===== src/rtl/cra_pkg.sv =====
// Shared helpers for the pipelined carry-ripple adder: stage count and
// parameter legality.
package cra_pkg;

    function automatic int unsigned cra_stages(input int unsigned width, input int unsigned chunk);
        return (chunk == 0) ? 1 : width / chunk;
    endfunction

    function automatic bit cra_cfg_ok(input int unsigned width, input int unsigned chunk);
        return (chunk >= 1) && (chunk <= width) && ((width % chunk) == 0);
    endfunction

endpackage


===== src/rtl/cra_stage.sv =====
// CHUNK-bit ripple slice. Also exposes the carry into its MSB so the top
// slice can form two's-complement overflow.
module cra_stage
    import cra_pkg::*;
#(
    parameter int unsigned CHUNK = 4
) (
    input  logic [CHUNK-1:0] a_i,
    input  logic [CHUNK-1:0] b_i,
    input  logic             c_i,
    output logic [CHUNK-1:0] s_o,
    output logic             c_o,
    output logic             cmsb_o
);
    logic [CHUNK:0] c;

    assign c[0] = c_i;

    for (genvar i = 0; i < CHUNK; i++) begin : g_fa
        fa u_fa (
            .a_i(a_i[i]),
            .b_i(b_i[i]),
            .c_i(c[i]),
            .s_o(s_o[i]),
            .c_o(c[i+1])
        );
    end

    assign c_o    = c[CHUNK];
    assign cmsb_o = c[CHUNK-1];
endmodule


===== src/rtl/fa.sv =====
// One-bit full adder, the ripple cell of every slice.
module fa (
    input  logic a_i,
    input  logic b_i,
    input  logic c_i,
    output logic s_o,
    output logic c_o
);
    assign s_o = a_i ^ b_i ^ c_i;
    assign c_o = (a_i & b_i) | (c_i & (a_i ^ b_i));
endmodule


===== src/rtl/cra_pipe.sv =====
// Pipelined carry-ripple adder/subtractor: one CHUNK-bit slice per stage,
// carries and skewed operand/sum slices registered between stages.
module cra_pipe
    import cra_pkg::*;
#(
    parameter int unsigned WIDTH = 16,
    parameter int unsigned CHUNK = 4
) (
    input  logic             clk,
    input  logic             rst_n,
    input  logic             in_valid,
    output logic             in_ready,
    input  logic [WIDTH-1:0] a,
    input  logic [WIDTH-1:0] b,
    input  logic             cin,
    input  logic             sub,
    output logic             out_valid,
    input  logic             out_ready,
    output logic [WIDTH-1:0] sum,
    output logic             cout,
    output logic             ovf
);
    localparam int unsigned STAGES = cra_stages(WIDTH, CHUNK);

    if (!cra_cfg_ok(WIDTH, CHUNK)) begin : g_cfg_err
        $error("cra_pipe: WIDTH (%0d) must be a nonzero multiple of CHUNK (%0d)", WIDTH, CHUNK);
    end

    logic             en;
    logic             out_valid_q, out_valid_d;
    logic [WIDTH-1:0] sum_q, sum_d;
    logic             cout_q, cout_d;
    logic             ovf_q, ovf_d;

    assign en       = !out_valid_q || out_ready;
    assign in_ready = en;

    // Stage k sees only the operand bits not yet summed (REM wide) and the
    // k*CHUNK result bits already produced; stage 0 works straight off the ports.
    for (genvar k = 0; k < STAGES; k++) begin : g_st
        localparam int unsigned REM = WIDTH - k * CHUNK;

        logic [REM-1:0]         a_in, b_in;
        logic                   c_in, v_in;
        logic [CHUNK-1:0]       s_sl;
        logic                   c_out, c_msb;
        logic [(k+1)*CHUNK-1:0] s_out;

        if (k == 0) begin : g_cap
            assign a_in  = a;
            assign b_in  = b ^ {WIDTH{sub}};
            assign c_in  = cin ^ sub;
            assign v_in  = in_valid;
            assign s_out = s_sl;
        end else begin : g_reg
            logic [REM-1:0]       a_q, b_q;
            logic                 c_q, v_q;
            logic [k*CHUNK-1:0]   s_q;

            always_ff @(posedge clk or negedge rst_n) begin
                if (!rst_n) begin
                    a_q <= '0;
                    b_q <= '0;
                    c_q <= 1'b0;
                    v_q <= 1'b0;
                    s_q <= '0;
                end else if (en) begin
                    a_q <= g_st[k-1].a_in[REM+CHUNK-1:CHUNK];
                    b_q <= g_st[k-1].b_in[REM+CHUNK-1:CHUNK];
                    c_q <= g_st[k-1].c_out;
                    v_q <= g_st[k-1].v_in;
                    s_q <= g_st[k-1].s_out;
                end
            end

            assign a_in  = a_q;
            assign b_in  = b_q;
            assign c_in  = c_q;
            assign v_in  = v_q;
            assign s_out = {s_sl, s_q};
        end

        cra_stage #(.CHUNK(CHUNK)) u_stage (
            .a_i   (a_in[CHUNK-1:0]),
            .b_i   (b_in[CHUNK-1:0]),
            .c_i   (c_in),
            .s_o   (s_sl),
            .c_o   (c_out),
            .cmsb_o(c_msb)
        );

        // Only the top slice's MSB carry matters (overflow).
        if (k != STAGES - 1) begin : g_mid
            logic c_msb_unused;
            assign c_msb_unused = c_msb;
        end
    end

    assign out_valid_d = g_st[STAGES-1].v_in;
    assign sum_d       = g_st[STAGES-1].s_out;
    assign cout_d      = g_st[STAGES-1].c_out;
    assign ovf_d       = g_st[STAGES-1].c_out ^ g_st[STAGES-1].c_msb;

    always_ff @(posedge clk or negedge rst_n) begin
        if (!rst_n) begin
            out_valid_q <= 1'b0;
            sum_q       <= '0;
            cout_q      <= 1'b0;
            ovf_q       <= 1'b0;
        end else if (en) begin
            out_valid_q <= out_valid_d;
            sum_q       <= sum_d;
            cout_q      <= cout_d;
            ovf_q       <= ovf_d;
        end
    end

    assign out_valid = out_valid_q;
    assign sum       = sum_q;
    assign cout      = cout_q;
    assign ovf       = ovf_q;
endmodule

===== config.mk =====
export PLATFORM = sky130hd
export DESIGN_NAME = cra_pipe
export DESIGN_NICKNAME = d
export VERILOG_FILES = /design/src/rtl/cra_pkg.sv /design/src/rtl/cra_stage.sv /design/src/rtl/fa.sv /design/src/rtl/cra_pipe.sv
export SDC_FILE = /design/constraint.sdc
export NUM_CORES = 1
export LEC_CHECK = 0
export ABC_AREA = 1
export BUFFER_PORTS_ARGS = -buffer_cell sky130_fd_sc_hd__buf_2
export CORE_UTILIZATION = 30
export DETAILED_ROUTE_END_ITERATION = 12
export PLACE_DENSITY = 0.45
export SLEW_MARGIN = 20
export SYNTH_ARGS = -nofsm -noshare
export SYNTH_HDL_FRONTEND = slang
export SYNTH_SLANG_ARGS = --single-unit

===== constraint.sdc =====
create_clock -name clk -period 2.52 [get_ports clk]
set_clock_uncertainty 0.05 [all_clocks]
set_input_delay 0.63 -clock clk [delete_from_list [all_inputs] [get_ports clk]]
set_output_delay 0.63 -clock clk [all_outputs]
set_load 0.005 [all_outputs]

==> reports/results.ini, run 1 <==
[outcome]
status = complete, no violations

[place]
place_ws_ps = -228
dp_hpwl_mm = 5.48
gp_congestion = 0.713
io_buffers = 57
placed_cells = 694

[clock_network]
root_buffer = clkbuf_16
h-tree-depth = 3
cts_tree = done
cts_buffers = 9
clk_latency_ps = 330
clk_pin_slew_ps = 60
cts.sink_count = 97
post_cts_buffers = 0
ctsHoldBuffers = 0
cts_buffer_depth = 2

[synth]
seq_area_frac_synth_pct = 57.4
netlist.area_leader.share_pct = 57.4
syn-num-nets = 525
syn_area_um2 = 4230
synth.area.top_cells = dfrtp_1 (57%), nand2_1 (21%), fa_1 (7.6%), inv_1 (4.1%), o21ai_0 (4.0%)
ys_types = 14
synth_seq_cells = 97
yosys.area.top_type = dfrtp_1
synth.avg_cell_area_um2 = 8.97
ys_warn_count = 0
synthCells = 471

[worst_hold_path]
hp-class = in -> async

[global_route]
antenna_found_initial = 0
overflow = 0
groute.usage.overall_pct = 12.3
grt_pass1_vias = 2883
grt_first_pass_wirelength_mm = 14.1
grt_max_degree = 69

[floorplanning]
std_cell_rows = 43
die_h_um = 121
coreArea_um2 = 13800
dieArea_um2 = 14600
ios = 58
start_util_pct = 30.6
die_w_um = 121

[worst_setup_path]
worst_setup_path_start_kind = primary input
slowest_stage = fa_1
crit_type = in -> reg
crit_required_ps = 2690
cpPeakStageDelay_ps = 410
crit_path_end_kind = register
crit_top_cell = fa_2
arrival_ps = 2560
crit_fanout = 4
crit_chain = buf_2 > xnor2_2 > fa_2 > fa_2 > fa_2 > inv_1 > fa_1 > nand2_1 > nand2_1

[final_layout]
drive_above_1_share_pct = 16.4
syn2layout_area_growth_pct = 19.0
final_cell_mix = nand2_1 (234), dfrtp_1 (97), buf_2 (56), inv_1 (46), o21ai_0 (33)
layout.cells.non_filler = 710
fin_nets = 579
fin_util_pct = 36.4
final_common_cell = nand2_1
diodes = 0

[drt]
avgRoutedWirePerCell_um = 11.1
drc = 0
firstDrtPassIters = 4
drtIter0Drc = 163
detail-route-antenna-nets = 0
vias = 2892
wl_mm = 7.90
viasPerCell = 4.07

[sta]
fin_crit_ps = 2390
hold_violations = 0
fin_ws_ps = 134
setup_viol = 0
hold_slack_ps = 196
rsz0062_at_grt = no
max_freq_mhz = 419
fin_tns_setup_ps = 0
drv_slew = 0
finalCritPeriodShare_pct = 94.7
tightest_slew_ps = 629
relSlewSlack_pct = 58.1

[run]
maxCapViolations = 0

[power]
ir_drop_mv = 0.362
p_leak_uw = 0.00268
power.density_nw_per_um2 = 1160

cells in the mapped netlist:
master / n
dfrtp_1: 97
nand2_1: 234
buf_4: 7
inv_1: 46
inv_2: 1
xor2_1: 1
buf_2: 12
clkbuf_1: 4
nand2_2: 1
nand3_1: 13
o21ai_0: 34
xnor2_1: 4
nor2_4: 1
fa_1: 16
sequential cells by signal (all words and copies together) (netlist names):
register	flops
g_st.g_reg.v_q	3
sum	16
cout	1
g_st.c_in	3
ovf	1
g_st.b_in	24
g_st.a_in	24
out_valid	1
g_st.g_reg.s_q	24
logic make-up (layout without fill, tap and decap cells):
kind of cell             Yosys count  count (layout)  synth area share [%]
AO/OA/AOI/OAI                     34              34                  4.03
adder cells (fa/ha/maj)           16              16                  7.58
XOR/XNOR                           5               5                  1.04
flip-flops                        97              97                  57.4
buffers and inverters             70             129                  7.19
AND/OR/NAND/NOR                  249             249                  22.7
through the flow:
stage	instance area, um^2	total power (uW)
final	5030	5810
after global routing	5030	6400
after CTS	5030	5930
after detailed placement	4720	4510
after global placement	4720	4450
after floorplan	4250	3850
worst max-delay path, delay by kind of cell:
| kind | cells | cell delay (ps) |
|---|---|---|
| adder cells (fa/ha/maj) | 4 | 1440 |
| XOR/XNOR | 1 | 150 |
| buffers and inverters | 2 | 210 |
| AND/OR/NAND/NOR | 2 | 130 |
metal layers:
metal | global-route usage, % | vias up | share of wire (%)
met5 | 0 | - | 0
met4 | 4.40 | 0 | 1.3
met3 | 2.83 | 7 | 4.4
met2 | 18.6 | 51 | 42
met1 | 17.3 | 1317 | 52
li1 | - | 1517 | -
power breakdown:
part / internal (uW) / total, uW / switching [uW]
logic: 743 / 1830 / 1090
registers: 2250 / 2590 / 336
clock network: 850 / 1390 / 539
worst paths after layout:
| path | from | endpoint | slack [ps] | cells after the start |
|---|---|---|---|---|
| worst min register to register | sum[4] | sum[4] | 410 | 2 |
| worst min-delay path | rst_n | cout | 200 | 1 |
| worst max-delay path | sub | g_st[1].g_reg.s_q[3] | 130 | 9 |
| min in group clk | sum[4] | sum[4] | 410 | 2 |
| max in group asynchronous | rst_n | g_st[1].g_reg.s_q[3] | 1620 | 2 |
| worst max register to register | g_st[3].c_in | sum[15] | 140 | 8 |
timing repair:
item	in CTS	in global routing
setup endpoints to repair	0	1
gates resized for setup	0	1
endpoints found under the hold margin	0	0
final cells by class:
type | instances | area, um^2
Fill cell | 1426 | 8800
Sequential cell | 97 | 2430
Multi-Input combinational cell | 304 | 1510
Timing Repair Buffer | 66 | 380
Clock buffer | 14 | 274
Tap cell | 180 | 225
Inverter | 47 | 176
Clock inverter | 2 | 35.0
Note: power is estimated with default switching activity, not from simulation.
==> run 2, diff against run 1 <==
--- a/config.mk
+++ b/config.mk
@@ -5,7 +5,6 @@
 export SDC_FILE = /design/constraint.sdc
 export NUM_CORES = 1
 export LEC_CHECK = 0
-export ABC_AREA = 1
 export BUFFER_PORTS_ARGS = -buffer_cell sky130_fd_sc_hd__buf_2
 export CORE_UTILIZATION = 30
 export DETAILED_ROUTE_END_ITERATION = 12
==> run 2 against run 1 <==
  * Area after synthesis rose by 0.68%
  * Largest cell class unchanged
  * Final area rose by 0.85%
  * Synthesized cell count fell by 41%
  * Die area rose by 0.67%
  * Global-route usage fell by 0.94 points
  * Count of clock-buffer cells in the layout fell by 1
==> reports/results.ini, run 2 <==
[outcome]
status = complete, no violations

[global_route]
grt_pass1_vias = 2397  ; -17%
grt_max_degree = 61  ; -12%
grt_first_pass_wirelength_mm = 12.5  ; -11%
antenna_found_initial = 0  ; unchanged
groute.usage.overall_pct = 11.4  ; -0.94 points
overflow = 0  ; unchanged

[worst_setup_path]
crit_required_ps = 2690  ; about the same
crit_fanout = 3  ; -1
crit_path_end_kind = register
crit_type = in -> reg
worst_setup_path_start_kind = primary input
r2r_start = g_st[3].c_in
arrival_ps = 2690  ; +130 ps
crit_start = sub

[final_layout]
fin_util_pct = 36.5  ; +0.17 points
final_cell_mix = dfrtp_1 (97), mux2_2 (79), buf_2 (55), inv_1 (24)
diodes = 0  ; unchanged
n_fill_cell = 1403  ; -1.6%
final_cell_area_um2 = 5070  ; +0.85%
drive_above_1_share_pct = 51.0  ; +35 points
fin_nets = 394  ; -32%
syn2layout_area_growth_pct = 19.2
final_common_cell = dfrtp_1

[drt]
avgRoutedWirePerCell_um = 13.7  ; +23%
firstDrtPassIters = 4  ; unchanged
drtIter0Drc = 87  ; -47%
detail-route-antenna-nets = 0  ; unchanged
viasPerCell = 4.29  ; +5.3%
drc = 0  ; unchanged
vias = 2251  ; -22%
wl_mm = 7.20  ; -8.9%

[synth]
synth.avg_cell_area_um2 = 15.2  ; +69%
synth_seq_cells = 97  ; unchanged
synthFlopType = dfrtp_1
synth_top_family_by_area = multiplexers
netlist.area_leader.share_pct = 57.0  ; -0.39 points
muxShareOfSynthArea_pct = 22.7  ; +23 points
synthSimpleGateAreaFrac_pct = 2.41  ; -20 points
yosys.area.top_type = dfrtp_1
ys_warn_count = 0  ; unchanged
syn_area_um2 = 4260  ; +0.68%
synth_adder_area_share_pct = 7.53  ; -0.051 points
synthTopCellsByCount = dfrtp_1 (97), mux2_2 (79), inv_1 (25), fa_1 (16)
synth.area.top_cells = dfrtp_1 (57%), mux2_2 (21%), fa_1 (7.5%), xor2_1 (2.3%), inv_1 (2.2%)
synth.most_common_cell = dfrtp_1
synth_enable_flop_cells = 0  ; unchanged
seq_area_frac_synth_pct = 57.0  ; -0.39 points
synth_xor_area_share_pct = 3.70  ; +2.7 points
synth-compound-area-share_pct = 2.09  ; -1.9 points
syn-num-nets = 334  ; -36%
ys_types = 17  ; +3
async_flop_share_pct = 100  ; unchanged
synthCells = 280  ; -41%

[place]
io_buffers = 57  ; unchanged
gp_congestion = 0.678  ; -4.9%
dp_hpwl_mm = 4.82  ; -12%
place_ws_ps = -403  ; -175 ps
dpl_cell_area_um2 = 4770  ; +1.1%

[sta]
finalCritPeriodShare_pct = 100  ; +5.3 points
relSlewSlack_pct = 64.0  ; +6.0 points
fin_ws_ps = 0.257  ; -133 ps
rsz0062_at_grt = yes
fin_crit_ps = 2520  ; +133 ps
hold_violations = 0  ; unchanged
max_freq_mhz = 397  ; -5.3%
tightest_slew_ps = 539  ; -89.6 ps
drv_slew = 0  ; unchanged
setup_viol = 0  ; unchanged
hold_slack_ps = 184  ; -11.8 ps

[run]
maxCapViolations = 0  ; unchanged

[clock_network]
post_cts_buffers = 0  ; unchanged
cts_tree = done
cts_buffers = 9  ; unchanged
clk_latency_ps = 340  ; about the same
cts_buffer_depth = 2  ; unchanged
cts.sink_count = 97  ; unchanged
root_buffer = clkbuf_16
h-tree-depth = 3  ; unchanged
clk_pin_slew_ps = 60  ; about the same

[floorplanning]
coreArea_um2 = 13900  ; +0.39%
die_h_um = 121  ; +0.34%
start_util_pct = 30.7  ; +0.089 points
std_cell_rows = 43  ; unchanged
ios = 58  ; unchanged
die_w_um = 121  ; +0.34%
dieArea_um2 = 14700  ; +0.67%

[power]
ir_drop_mv = 0.376  ; +4.0%
p_leak_uw = 0.00226  ; -16%
p_int_uw = 4260  ; +11%
clkPwrFrac_pct = 22.6  ; -1.3 points
power.density_nw_per_um2 = 1190  ; +2.7%
seqPwrFrac_pct = 43.9  ; -0.6 points
swShare_pct = 29.3  ; -4.6 points
combPwrFrac_pct = 33.5  ; +1.9 points
switchingPower_uw = 1760  ; -10%

[worst_hold_path]
hp-class = in -> async

run 2: cell types whose count changed after synthesis, sizes merged, moves of 6 or more:
cell	previous run	this run
a21oi	0	11
buf	19	13
inv	47	25
mux2	0	82
nand2	235	0
nand3	13	0
nor3b	0	11
o21ai	34	0
xor2	1	11
run 2: worst max-delay path: stages:
cell and delay [ps]:
buf_4 150, xnor2_2 150, fa_2 360, fa_2 340, fa_2 330, inv_1 70
fa_1 400, mux2_4 260
run 2: layout make-up:
type | count | area, um^2 | share of cell area, %
inverter | 25 | 93.8 | 1.85
multi-input combinational | 143 | 1650 | 32.6
tap | 180 | 225 | 4.44
timing repair buffer | 64 | 380 | 7.50
clock buffer | 13 | 250 | 4.93
clock inverter | 3 | 40.0 | 0.790
sequential | 97 | 2430 | 47.9
run 2: layer usage:
metal / up-vias / routed length [um] / global-route usage, %
met5: - / 0 / 0
met4: 0 / 205 / 6.71
met3: 11 / 197 / 2.68
met2: 40 / 3120 / 15.7
met1: 1148 / 3670 / 16.2
li1: 1052 / - / -
run 2: what timing repair did:
item | 4_1_cts | 5_1_grt
hold buffers | 0 | 0
setup endpoints to repair | 1 | 3
resized for setup | 1 | 3
run 2: cell families (layout without fill, tap and decap cells):
family | after synthesis | count (layout)
compound gates | 11 | 11
xor+xnor | 18 | 18
fa+ha+maj | 16 | 16
buf+inv | 40 | 105
flops | 97 | 97
mux | 85 | 85
simple gates | 13 | 13
run 2: power groups by stage:
| stage | Sequential, uW | Combinational [uW] | Clock (uW) |
|---|---|---|---|
| floorplan | 2570 | 1560 | 0 |
| global placement | 2670 | 2020 | 0 |
| detailed placement | 2690 | 2060 | 0 |
| CTS | 2660 | 2070 | 1410 |
| global route | 2760 | 2320 | 1470 |
| finish | 2640 | 2020 | 1360 |
run 2: final timing paths:
path | end | cells past startpoint | slack [ps]
min in group clk | out_valid | 1 | 400
max | g_st[1].g_reg.s_q[3] | 8 | 0.3
max in group asynchronous | g_st[2].b_in[1] | 2 | 1610
min reg2reg | out_valid | 1 | 400
min | g_st[1].a_in[8] | 1 | 180
max reg2reg | ovf | 9 | 160
run 2: per-stage QoR:
step | total power [uW] | setup TNS, ps | cells
finish | 6020 | 0 | 525
global route | 6550 | -31.0 | 525
CTS | 6130 | 0 | 525
detailed placement | 4750 | -403 | 509
global placement | 4700 | -372 | 509
floorplan | 4130 | -417 | 280
==> run 3, diff against run 2 <==
--- a/config.mk
+++ b/config.mk
@@ -5,10 +5,11 @@
 export SDC_FILE = /design/constraint.sdc
 export NUM_CORES = 1
 export LEC_CHECK = 0
+export ABC_AREA = 1
 export BUFFER_PORTS_ARGS = -buffer_cell sky130_fd_sc_hd__buf_2
 export CORE_UTILIZATION = 30
 export DETAILED_ROUTE_END_ITERATION = 12
-export PLACE_DENSITY = 0.45
+export PLACE_DENSITY = 0.49
 export SLEW_MARGIN = 20
 export SYNTH_ARGS = -nofsm -noshare
 export SYNTH_HDL_FRONTEND = slang
==> run 3 against run 2 <==
  * Count of clock-buffer cells in the layout decreased by 3
  * Combinational power decreased by 9%
  * Sequential power down 2%
  * Sequential share of layout area up 0.33 points
  * Total power shrank 4.0%
  * Critical path depth grew 1
  * Largest cell class unchanged
==> reports/results.ini, run 3 (synthesized netlist as in run 1, its figures left out) <==
[outcome]
status = complete, no violations

[final_layout]
final_cell_mix = nand2_1 (234), dfrtp_1 (97), buf_2 (56), inv_1 (46), o21ai_0 (33)
fin_nets = 578  ; +47%
syn2layout_area_growth_pct = 19.2  ; about the same
n_fill_cell = 1452  ; +3.5%
drive_above_1_share_pct = 16.8  ; -34 points
multiInputGateArea_um2 = 1510  ; -8.5%
seq_area_um2 = 2430  ; unchanged
diodes = 0  ; unchanged
final_common_cell = nand2_1
final_cell_area_um2 = 5040  ; -0.69%

[clock_network]
cts_buffers = 9  ; unchanged
cts_tree = done
post_cts_buffers = 0  ; unchanged
root_buffer = clkbuf_16
h-tree-depth = 3  ; unchanged
clk_pin_slew_ps = 60  ; about the same
clk_latency_ps = 330  ; about the same
cts.sink_count = 97  ; unchanged
cts_buffer_depth = 2  ; unchanged

[floorplanning]
start_util_pct = 30.6  ; -0.089 points
die_w_um = 121  ; -0.33%
dieArea_um2 = 14600  ; -0.67%
coreArea_um2 = 13800  ; -0.39%
ios = 58  ; unchanged
die_h_um = 121  ; -0.33%
std_cell_rows = 43  ; unchanged

[global_route]
grt_first_pass_wirelength_mm = 13.8  ; +11%
groute.usage.overall_pct = 12.0  ; +0.63 points
grt_pass1_vias = 2959  ; +23%
overflow = 0  ; unchanged
antenna_found_initial = 0  ; unchanged
grt_max_degree = 98  ; +61%

[worst_setup_path]
worst_setup_path_start_kind = primary input
crit_required_ps = 2690  ; about the same
crit_path_end_kind = register
crit_top_cell = fa_2
cpPeakStageDelay_ps = 400  ; about the same
arrival_ps = 2550  ; -140 ps
crit_type = in -> reg
crit_chain = buf_2 > xnor2_2 > fa_2 > fa_2 > fa_2 > inv_1 > fa_1 > nand2_1 > nand2_1
slowest_stage = fa_1
crit_fanout = 4  ; +1

[sta]
fin_crit_ps = 2370  ; -148 ps
hold_violations = 0  ; unchanged
max_freq_mhz = 422  ; +6.2%
finalCritPeriodShare_pct = 94.1  ; -5.9 points
tightest_slew_ps = 628  ; +89.1 ps
rsz0062_at_grt = no
setup_viol = 0  ; unchanged
relSlewSlack_pct = 58.0  ; -6.0 points
fin_ws_ps = 148  ; +148 ps
drv_slew = 0  ; unchanged

[drt]
wl_mm = 7.87  ; +9.4%
detail-route-antenna-nets = 0  ; unchanged
drc = 0  ; unchanged
vias = 2887  ; +28%
avgRoutedWirePerCell_um = 11.1  ; -19%
viasPerCell = 4.07  ; -5.0%
firstDrtPassIters = 4  ; unchanged
drtIter0Drc = 126  ; +45%

[place]
io_buffers = 57  ; unchanged
dp_hpwl_mm = 5.44  ; +13%
dpl_cell_area_um2 = 4740  ; -0.76%
gp_congestion = 0.688  ; +1.5%
place_ws_ps = -214  ; +188 ps

[power]
fin_total_pwr_uw = 5780  ; -4.0%
power.density_nw_per_um2 = 1150  ; -3.3%
ir_drop_mv = 0.315  ; -16%
p_leak_uw = 0.00268  ; +19%

[run]
maxCapViolations = 0  ; unchanged

[worst_hold_path]
hp-class = in -> async

[run 3: cell types whose count changed in the layout (fill, tap and decap cells not counted), moves of 10 or more]
cell / change
nand3_1: +13
nand2_1: +234
xor2_1: -10
o21ai_0: +33
mux2_2: -79
inv_1: +22
nor3b_1: -11
[run 3: power breakdown]
part / switching [uW] / internal [uW]
Sequential: 339 / 2250
Combinational: 1090 / 758
Clock: 555 / 789
[run 3: per-stage QoR]
stage / setup TNS [ps] / hold slack [ps] / cells / util (%)
floorplan: -279 / 284 / 471 / -
global placement: -198 / 381 / 693 / 34.3
finish: 0 / 168 / 709 / 36.4
global route: 0 / 187 / 709 / 36.4
detailed placement: -214 / 389 / 693 / 34.3
CTS: 0 / 174 / 709 / 36.4
[run 3: layout make-up]
| type | instances | share of cell area (%) |
|---|---|---|
| Sequential cell | 97 | 48.2 |
| Multi-Input combinational cell | 304 | 30.0 |
| Timing Repair Buffer | 65 | 7.90 |
| Clock buffer | 10 | 4.75 |
| Tap cell | 180 | 4.47 |
| Inverter | 47 | 3.50 |
| Clock inverter | 6 | 1.14 |
[run 3: worst paths after layout]
| path | from | to | slack [ps] | cells past startpoint |
|---|---|---|---|---|
| worst max-delay path | sub | g_st[1].g_reg.s_q[3] | 150 | 9 |
| worst min-delay path | rst_n | g_st[1].b_in[6] | 170 | 1 |
| worst max register to register | g_st[1].c_in | g_st[2].g_reg.s_q[7] | 170 | 8 |
| worst min register to register | g_st[3].g_reg.v_q | out_valid | 400 | 2 |
| max in group asynchronous | rst_n | g_st[2].a_in[1] | 1580 | 2 |
| min in group clk | g_st[3].g_reg.v_q | out_valid | 400 | 2 |
[run 3: layer usage]
layer / GRT usage [%] / wire [um]
met1: 16.2 / 4050
met4: 4.40 / 108
met5: 0 / 0
met2: 19.0 / 3480
met3: 2.64 / 241
[run 3: what timing repair did]
item | CTS | global route
gates resized for setup | 0 | 2
endpoints found under the setup margin | 0 | 3
hold buffers | 0 | 0
[run 3: worst max-delay path, delay by kind of cell]
| family | cells | cell delay (ps) |
|---|---|---|
| XOR/XNOR | 1 | 150 |
| adder cells (fa/ha/maj) | 4 | 1430 |
| buffers and inverters | 2 | 210 |
| AND/OR/NAND/NOR | 2 | 120 |
